File: src/rtl/vga_pkg.sv
// Shared VGA 640x480@60 geometry, scene encoding and colour type.
package vga_pkg;

  localparam int VGA_H_TOTAL  = 800;
  localparam int VGA_V_TOTAL  = 525;
  localparam int VGA_H_VIS_LO = 144;
  localparam int VGA_H_VIS_HI = 783;
  localparam int VGA_V_VIS_LO = 35;
  localparam int VGA_V_VIS_HI = 514;
  localparam int VGA_H_SYNC   = 96;
  localparam int VGA_V_SYNC   = 2;

  typedef enum logic [1:0] {
    S_TITLE   = 2'd0,
    S_BOARD   = 2'd1,
    S_OVER    = 2'd2,
    S_ILLEGAL = 2'd3
  } scene_e;

  typedef logic [11:0] rgb_t;

endpackage

File: src/rtl/vga_timing.sv
// Pixel-tick divider, H/V raster counters, visible window, raw syncs and frame-boundary strobe.
module vga_timing
  import vga_pkg::*;
#(
  parameter int CLK_DIV  = 4,
  parameter int H_TOTAL  = VGA_H_TOTAL,
  parameter int V_TOTAL  = VGA_V_TOTAL,
  parameter int H_VIS_LO = VGA_H_VIS_LO,
  parameter int H_VIS_HI = VGA_H_VIS_HI,
  parameter int V_VIS_LO = VGA_V_VIS_LO,
  parameter int V_VIS_HI = VGA_V_VIS_HI,
  parameter int H_SYNC   = VGA_H_SYNC,
  parameter int V_SYNC   = VGA_V_SYNC
) (
  input  logic        clk,
  input  logic        rst_n,
  output logic        pix_tick,
  output logic [15:0] h_cnt,
  output logic [15:0] v_cnt,
  output logic        visible,
  output logic        hsync_raw,
  output logic        vsync_raw,
  output logic        boundary
);

  localparam logic [7:0]  DIV_LAST = 8'(CLK_DIV - 1);
  localparam logic [15:0] H_LAST   = 16'(H_TOTAL - 1);
  localparam logic [15:0] V_LAST   = 16'(V_TOTAL - 1);
  localparam logic [15:0] H_LO     = 16'(H_VIS_LO);
  localparam logic [15:0] H_HI     = 16'(H_VIS_HI);
  localparam logic [15:0] V_LO     = 16'(V_VIS_LO);
  localparam logic [15:0] V_HI     = 16'(V_VIS_HI);
  localparam logic [15:0] H_SW     = 16'(H_SYNC);
  localparam logic [15:0] V_SW     = 16'(V_SYNC);

  logic [7:0] div_cnt;

  assign pix_tick = (div_cnt == DIV_LAST);

  always_ff @(posedge clk or negedge rst_n) begin
    if (!rst_n) begin
      div_cnt <= '0;
    end else if (pix_tick) begin
      div_cnt <= '0;
    end else begin
      div_cnt <= div_cnt + 8'd1;
    end
  end

  always_ff @(posedge clk or negedge rst_n) begin
    if (!rst_n) begin
      h_cnt <= '0;
      v_cnt <= '0;
    end else if (pix_tick) begin
      if (h_cnt == H_LAST) begin
        h_cnt <= '0;
        v_cnt <= (v_cnt == V_LAST) ? '0 : v_cnt + 16'd1;
      end else begin
        h_cnt <= h_cnt + 16'd1;
      end
    end
  end

  assign visible   = (h_cnt >= H_LO) && (h_cnt <= H_HI) && (v_cnt >= V_LO) && (v_cnt <= V_HI);
  assign hsync_raw = (h_cnt >= H_SW);
  assign vsync_raw = (v_cnt >= V_SW);
  assign boundary  = pix_tick && (h_cnt == H_LAST) && (v_cnt == V_LAST);

endmodule

File: src/rtl/vga_scene_sequencer.sv
// VGA timing owner and frame-synchronous scene sequencer selecting one painter per pixel.
//   state     | meaning
//   S_TITLE   | title painter shown; waits for a start after the minimum title time
//   S_BOARD   | battle board painter shown until game_over
//   S_OVER    | game-over painter held for a fixed number of frames
//   S_ILLEGAL | output black; recovers to S_TITLE at the next boundary
module vga_scene_sequencer
  import vga_pkg::*;
#(
  parameter int CLK_DIV          = 4,
  parameter int MIN_TITLE_FRAMES = 60,
  parameter int OVER_FRAMES      = 180,
  parameter int H_TOTAL          = VGA_H_TOTAL,
  parameter int V_TOTAL          = VGA_V_TOTAL,
  parameter int H_VIS_LO         = VGA_H_VIS_LO,
  parameter int H_VIS_HI         = VGA_H_VIS_HI,
  parameter int V_VIS_LO         = VGA_V_VIS_LO,
  parameter int V_VIS_HI         = VGA_V_VIS_HI,
  parameter int H_SYNC           = VGA_H_SYNC,
  parameter int V_SYNC           = VGA_V_SYNC
) (
  input  logic        clk,
  input  logic        rst_n,
  input  logic        start_req,
  input  logic        game_over,
  input  logic [11:0] title_rgb,
  input  logic [11:0] board_rgb,
  input  logic [11:0] over_rgb,
  output logic [15:0] H_Counter_Value,
  output logic [15:0] V_Counter_Value,
  output logic        hsync,
  output logic        vsync,
  output logic [3:0]  Red,
  output logic [3:0]  Green,
  output logic [3:0]  Blue,
  output logic [1:0]  scene,
  output logic        frame_start
);

  localparam logic [7:0] TITLE_MIN_CNT = 8'(MIN_TITLE_FRAMES - 1);
  localparam logic [7:0] OVER_END_CNT  = 8'(OVER_FRAMES - 1);

  logic   pix_tick, visible, hsync_raw, vsync_raw, boundary;
  scene_e scene_q, scene_nxt;
  logic   start_pend;
  logic [7:0] frame_cnt;
  rgb_t   pix_src, pix_q;
  logic   hsync_q, vsync_q, frame_start_q;

  vga_timing #(
    .CLK_DIV (CLK_DIV),
    .H_TOTAL (H_TOTAL),
    .V_TOTAL (V_TOTAL),
    .H_VIS_LO(H_VIS_LO),
    .H_VIS_HI(H_VIS_HI),
    .V_VIS_LO(V_VIS_LO),
    .V_VIS_HI(V_VIS_HI),
    .H_SYNC  (H_SYNC),
    .V_SYNC  (V_SYNC)
  ) u_timing (
    .clk      (clk),
    .rst_n    (rst_n),
    .pix_tick (pix_tick),
    .h_cnt    (H_Counter_Value),
    .v_cnt    (V_Counter_Value),
    .visible  (visible),
    .hsync_raw(hsync_raw),
    .vsync_raw(vsync_raw),
    .boundary (boundary)
  );

  // A start arriving on the boundary clock itself counts for that boundary.
  always_comb begin
    scene_nxt = S_TITLE;
    case (scene_q)
      S_TITLE: scene_nxt = ((start_pend || start_req) && (frame_cnt >= TITLE_MIN_CNT)) ? S_BOARD : S_TITLE;
      S_BOARD: scene_nxt = game_over ? S_OVER : S_BOARD;
      S_OVER:  scene_nxt = (frame_cnt >= OVER_END_CNT) ? S_TITLE : S_OVER;
      default: scene_nxt = S_TITLE;
    endcase
  end

  always_ff @(posedge clk or negedge rst_n) begin
    if (!rst_n) begin
      scene_q    <= S_TITLE;
      start_pend <= 1'b0;
      frame_cnt  <= '0;
    end else if (boundary) begin
      scene_q    <= scene_nxt;
      start_pend <= 1'b0;
      if (scene_nxt != scene_q) begin
        frame_cnt <= '0;
      end else if (frame_cnt != 8'hFF) begin
        frame_cnt <= frame_cnt + 8'd1;
      end
    end else if (start_req) begin
      start_pend <= 1'b1;
    end
  end

  always_comb begin
    pix_src = '0;
    case (scene_q)
      S_TITLE: pix_src = title_rgb;
      S_BOARD: pix_src = board_rgb;
      S_OVER:  pix_src = over_rgb;
      default: pix_src = '0;
    endcase
  end

  always_ff @(posedge clk or negedge rst_n) begin
    if (!rst_n) begin
      pix_q   <= '0;
      hsync_q <= 1'b1;
      vsync_q <= 1'b1;
    end else if (pix_tick) begin
      pix_q   <= visible ? pix_src : '0;
      hsync_q <= hsync_raw;
      vsync_q <= vsync_raw;
    end
  end

  always_ff @(posedge clk or negedge rst_n) begin
    if (!rst_n) begin
      frame_start_q <= 1'b0;
    end else begin
      frame_start_q <= boundary;
    end
  end

  assign {Red, Green, Blue} = pix_q;
  assign hsync              = hsync_q;
  assign vsync              = vsync_q;
  assign scene              = scene_q;
  assign frame_start        = frame_start_q;

endmodule

File: config.mk
export PLATFORM = sky130hd
export DESIGN_NAME = vga_scene_sequencer
export DESIGN_NICKNAME = d
export VERILOG_FILES = /design/src/rtl/vga_pkg.sv /design/src/rtl/vga_timing.sv /design/src/rtl/vga_scene_sequencer.sv
export SDC_FILE = /design/constraint.sdc
export NUM_CORES = 1
export LEC_CHECK = 0
export BUFFER_PORTS_ARGS = -buffer_cell sky130_fd_sc_hd__buf_2
export CAP_MARGIN = 20
export CORE_ASPECT_RATIO = 0.7
export CORE_MARGIN = 2
export CORE_UTILIZATION = 45
export DETAILED_ROUTE_END_ITERATION = 7
export PLACE_DENSITY = 0.71
export SYNTH_ARGS = -nofsm -noshare
export SYNTH_HDL_FRONTEND = slang
export SYNTH_HIERARCHICAL = 1
export SYNTH_SLANG_ARGS = --single-unit
export TNS_END_PERCENT = 10
File: constraint.sdc
create_clock -name clk -period 3.3 [get_ports clk]
set_clock_uncertainty 0.05 [all_clocks]
set_input_delay 0.33 -clock clk [delete_from_list [all_inputs] [get_ports clk]]
set_output_delay 0.33 -clock clk [all_outputs]
set_load 0.01 [all_outputs]
==> results.cfg <==
[critical_path]
cp_cell_sequence = or4_1 > nor3_2 > nand4_2 > nor2_1 > buf_4 > nand2_2 > o311ai_1
start_kind = flop
crit_start = u_timing/v_cnt[10]$_DFFE_PN0P_
regToRegStartpoint = u_timing/v_cnt[10]$_DFFE_PN0P_
cp_slowest_cell = or4_1
cp_slowest_stage_delay_ns = 0.55
crit_required_ns = 3.48
critPathMaxFanout = 12
end_kind = flop
worstSetupPathType = flop to flop
cp.arrival_ns = 2.94

[global_routing]
grt.overflow.total = 0
grt_max_degree = 48
grt_first_pass_wirelength_mm = 14.2
track_usage_pct = 21.0
grt_pass1_vias = 3051
grt_antenna_before_repair = 0

[cells_and_area]
nets = 500
num-fill-cells = 653
design_area_um2 = 4270
finish.utilization_pct = 57.3
antenna-diode-count = 0
synthToLayoutAreaGrowth_pct = 20.8
layout-drive-gt1-share_pct = 27.7

[routing]
drc_errors = 0
drt-total-wl_mm = 8.44
drt-vias-per-instance = 5.62
vias = 3123
ant_nets = 0
first_pass_iters = 4
wire_per_inst_um = 15.2
drt_iter0_markers = 134

[place]
dp_hpwl_mm = 6.16
dp_slack_ns = 0.546
io_buffers = 88
place_congestion = 0.848
place_area_um2 = 4070

[sta]
final.setup.tns_ns = 0
relSlewSlack_pct = 32.5
max_freq_mhz = 362
period_minus_slack_ns = 2.76
finalCritPeriodShare_pct = 83.6
rsz0062_at_grt = no
worstMarginPinSlew_ns = 1.01
hold_violations = 0
drv_slew = 0
setup_ws_ns = 0.540
finalSetupViolCount = 0

[clocking]
clk_pin_slew_ns = 0.07
cts_buffers = 9
h-tree-depth = 3
clk_latency_ns = 0.33
cts_root_buf = clkbuf_8
postCtsSetupBuffers = 0
cts.sinks = 66
clockBufferDepth = 2
cts_tree = done

[pwr]
seqPwrFrac_pct = 56.0
switching_share_pct = 22.1
p_sw_uw = 319
internal_power_mw = 1.13
power.density_nw_per_um2 = 339
clkPwrFrac_pct = 40.3
comb_power_share_pct = 3.8
p_leak_nw = 2.06
peakVddDrop_mv = 0.202
total_power_mw = 1.45

[floorplan]
rows = 26
die_y_um = 78.1
initial_core_util_pct = 47.4
die_w_um = 110
die_area_um2 = 8580
io-pin-count = 89
core_area_um2 = 7450

[yosys]
synth_common_cells = dfrtp_1 (64), nor2_1 (31), nand3_1 (29), inv_1 (20), nand2_1 (20)
synth_area_leader_cell = dfrtp_1
synth_warnings = 6
synth.distinct_cells = 53
synthFlopType = dfrtp_1
synthTopCellsByArea = dfrtp_1 (45%), xnor2_1 (4.7%), nand3_1 (4.1%), mux2i_1 (3.4%), nor2_1 (3.3%)
yosysMostFrequentCell = dfrtp_1
synth_nets = 408
syn-cell-area_um2 = 3530
syn_area_per_cell_um2 = 9.78
synth.yosys.seq_area_share_pct = 46.8
async_flop_share_pct = 100
ys_ff_latch = 66
syn_inst = 361
synth_top_area_share_pct = 45.4
synth_edf_count = 0

[min_path]
hp-class = primary input to flop
hold_path_startpoint = over_rgb[10]

[flow_run]
max-cap-violations = 0

[outcome]
outcome = finished clean
## final cells by class
cell class,instances,area [um^2],area share (%)
Clock buffer,13,149,3.49
Tap cell,98,123,2.87
Clock inverter,3,15.0,0.352
Timing Repair Buffer,96,515,12.1
Multi-Input combinational cell,260,1740,40.7
Inverter,20,75.1,1.76
Sequential cell,66,1650,38.8
## cell families after synthesis
group	share of synthesized area, %
mux	5.63
compound gates	12.6
fa+ha+maj	2.48
flops	46.8
buf+inv	4.00
xor+xnor	6.20
simple gates	22.3
## metal layers
metal | wire length (um) | track usage (%) | vias up
met3 | 565 | 6.98 | 8
li1 | - | - | 1486
met5 | 0 | 0 | -
met2 | 3890 | 31.7 | 109
met4 | 58 | 6.46 | 0
met1 | 3920 | 28.5 | 1520
## final timing paths
path | endpoint | slack [ns] | cells after the start
setup / recovery | frame_cnt[5]$_DFFE_PN0P_ | 0.54 | 7
hold / removal | pix_q[10]$_DFFE_PN0P_ | 0.21 | 3
setup reg to reg | frame_cnt[5]$_DFFE_PN0P_ | 0.54 | 7
hold reg to reg | u_timing/div_cnt[7]$_DFF_PN0_ | 0.45 | 1
max in group asynchronous | hsync$_DFFE_PN1P_ | 2.04 | 4
min in group asynchronous | u_timing/v_cnt[7]$_DFFE_PN0P_ | 0.39 | 2
## metrics by stage
stage | instances | hold slack, ns
after detailed placement | 538 | 0.446
final | 556 | 0.209
after global routing | 556 | 0.195
after floorplan | 361 | -0.0156
after global placement | 538 | 0.438
after CTS | 554 | 0.150
## what timing repair did
action,in CTS,in global routing
gates resized for setup,0,0
endpoints found under the hold margin,0,15
endpoints found under the setup margin,0,0
hold buffers,0,1
## critical path: cells and delay by family, from the launching register on
kind / cells / cell delay, ns
AND/OR/NAND/NOR: 5 / 1.64
AO/OA/AOI/OAI: 1 / 0.28
flip-flops: 1 / 0.42
buffers and inverters: 1 / 0.25
## layout by cell type, fill, tap and decap left out, types with 2 or more instances in the layout
cell / Yosys / final
mux2_2: 6 / 6
o2111ai_1: 2 / 2
buf_2: 1 / 88
o31ai_1: 2 / 2
clkbuf_1: 12 / 3
nor2_1: 31 / 31
mux2i_1: 12 / 12
and3_1: 9 / 9
inv_1: 20 / 20
xnor2_1: 19 / 19
a31oi_1: 8 / 8
clkinv_2: 0 / 3
nand2_1: 20 / 20
o21ai_0: 8 / 8
dfrtp_1: 64 / 64
and4_1: 2 / 2
nand2b_1: 4 / 4
ha_1: 7 / 7
o22ai_1: 13 / 13
nand4_1: 10 / 10
nor4_2: 3 / 3
a22o_1: 2 / 2
nand3_1: 29 / 29
clkbuf_8: 0 / 10
nor2b_1: 4 / 4
xor2_1: 6 / 6
nor4_1: 3 / 3
dfstp_2: 2 / 2
nor3_1: 9 / 9
o311ai_1: 3 / 3
buf_4: 0 / 6
a21oi_1: 17 / 17
and2_1: 5 / 5
a21o_1: 2 / 2
or3_1: 5 / 5
## power by group through the flow
stage | clock, mW | sequential [mW] | combinational, mW
global placement | 0 | 0.824 | 0.0515
CTS | 0.601 | 0.809 | 0.0527
global route | 0.641 | 0.808 | 0.0636
detailed placement | 0 | 0.824 | 0.0529
finish | 0.582 | 0.809 | 0.0547
floorplan | 0 | 0.824 | 0.0109
## flip-flops by register name, indices dropped and copies added (netlist names), 2 cells and up
register,cells
u_timing/h_cnt,16
scene,2
pix_q,12
u_timing/v_cnt,16
frame_cnt,8
u_timing/div_cnt,8
No activity file was read; power rests on OpenSTA's default activity.
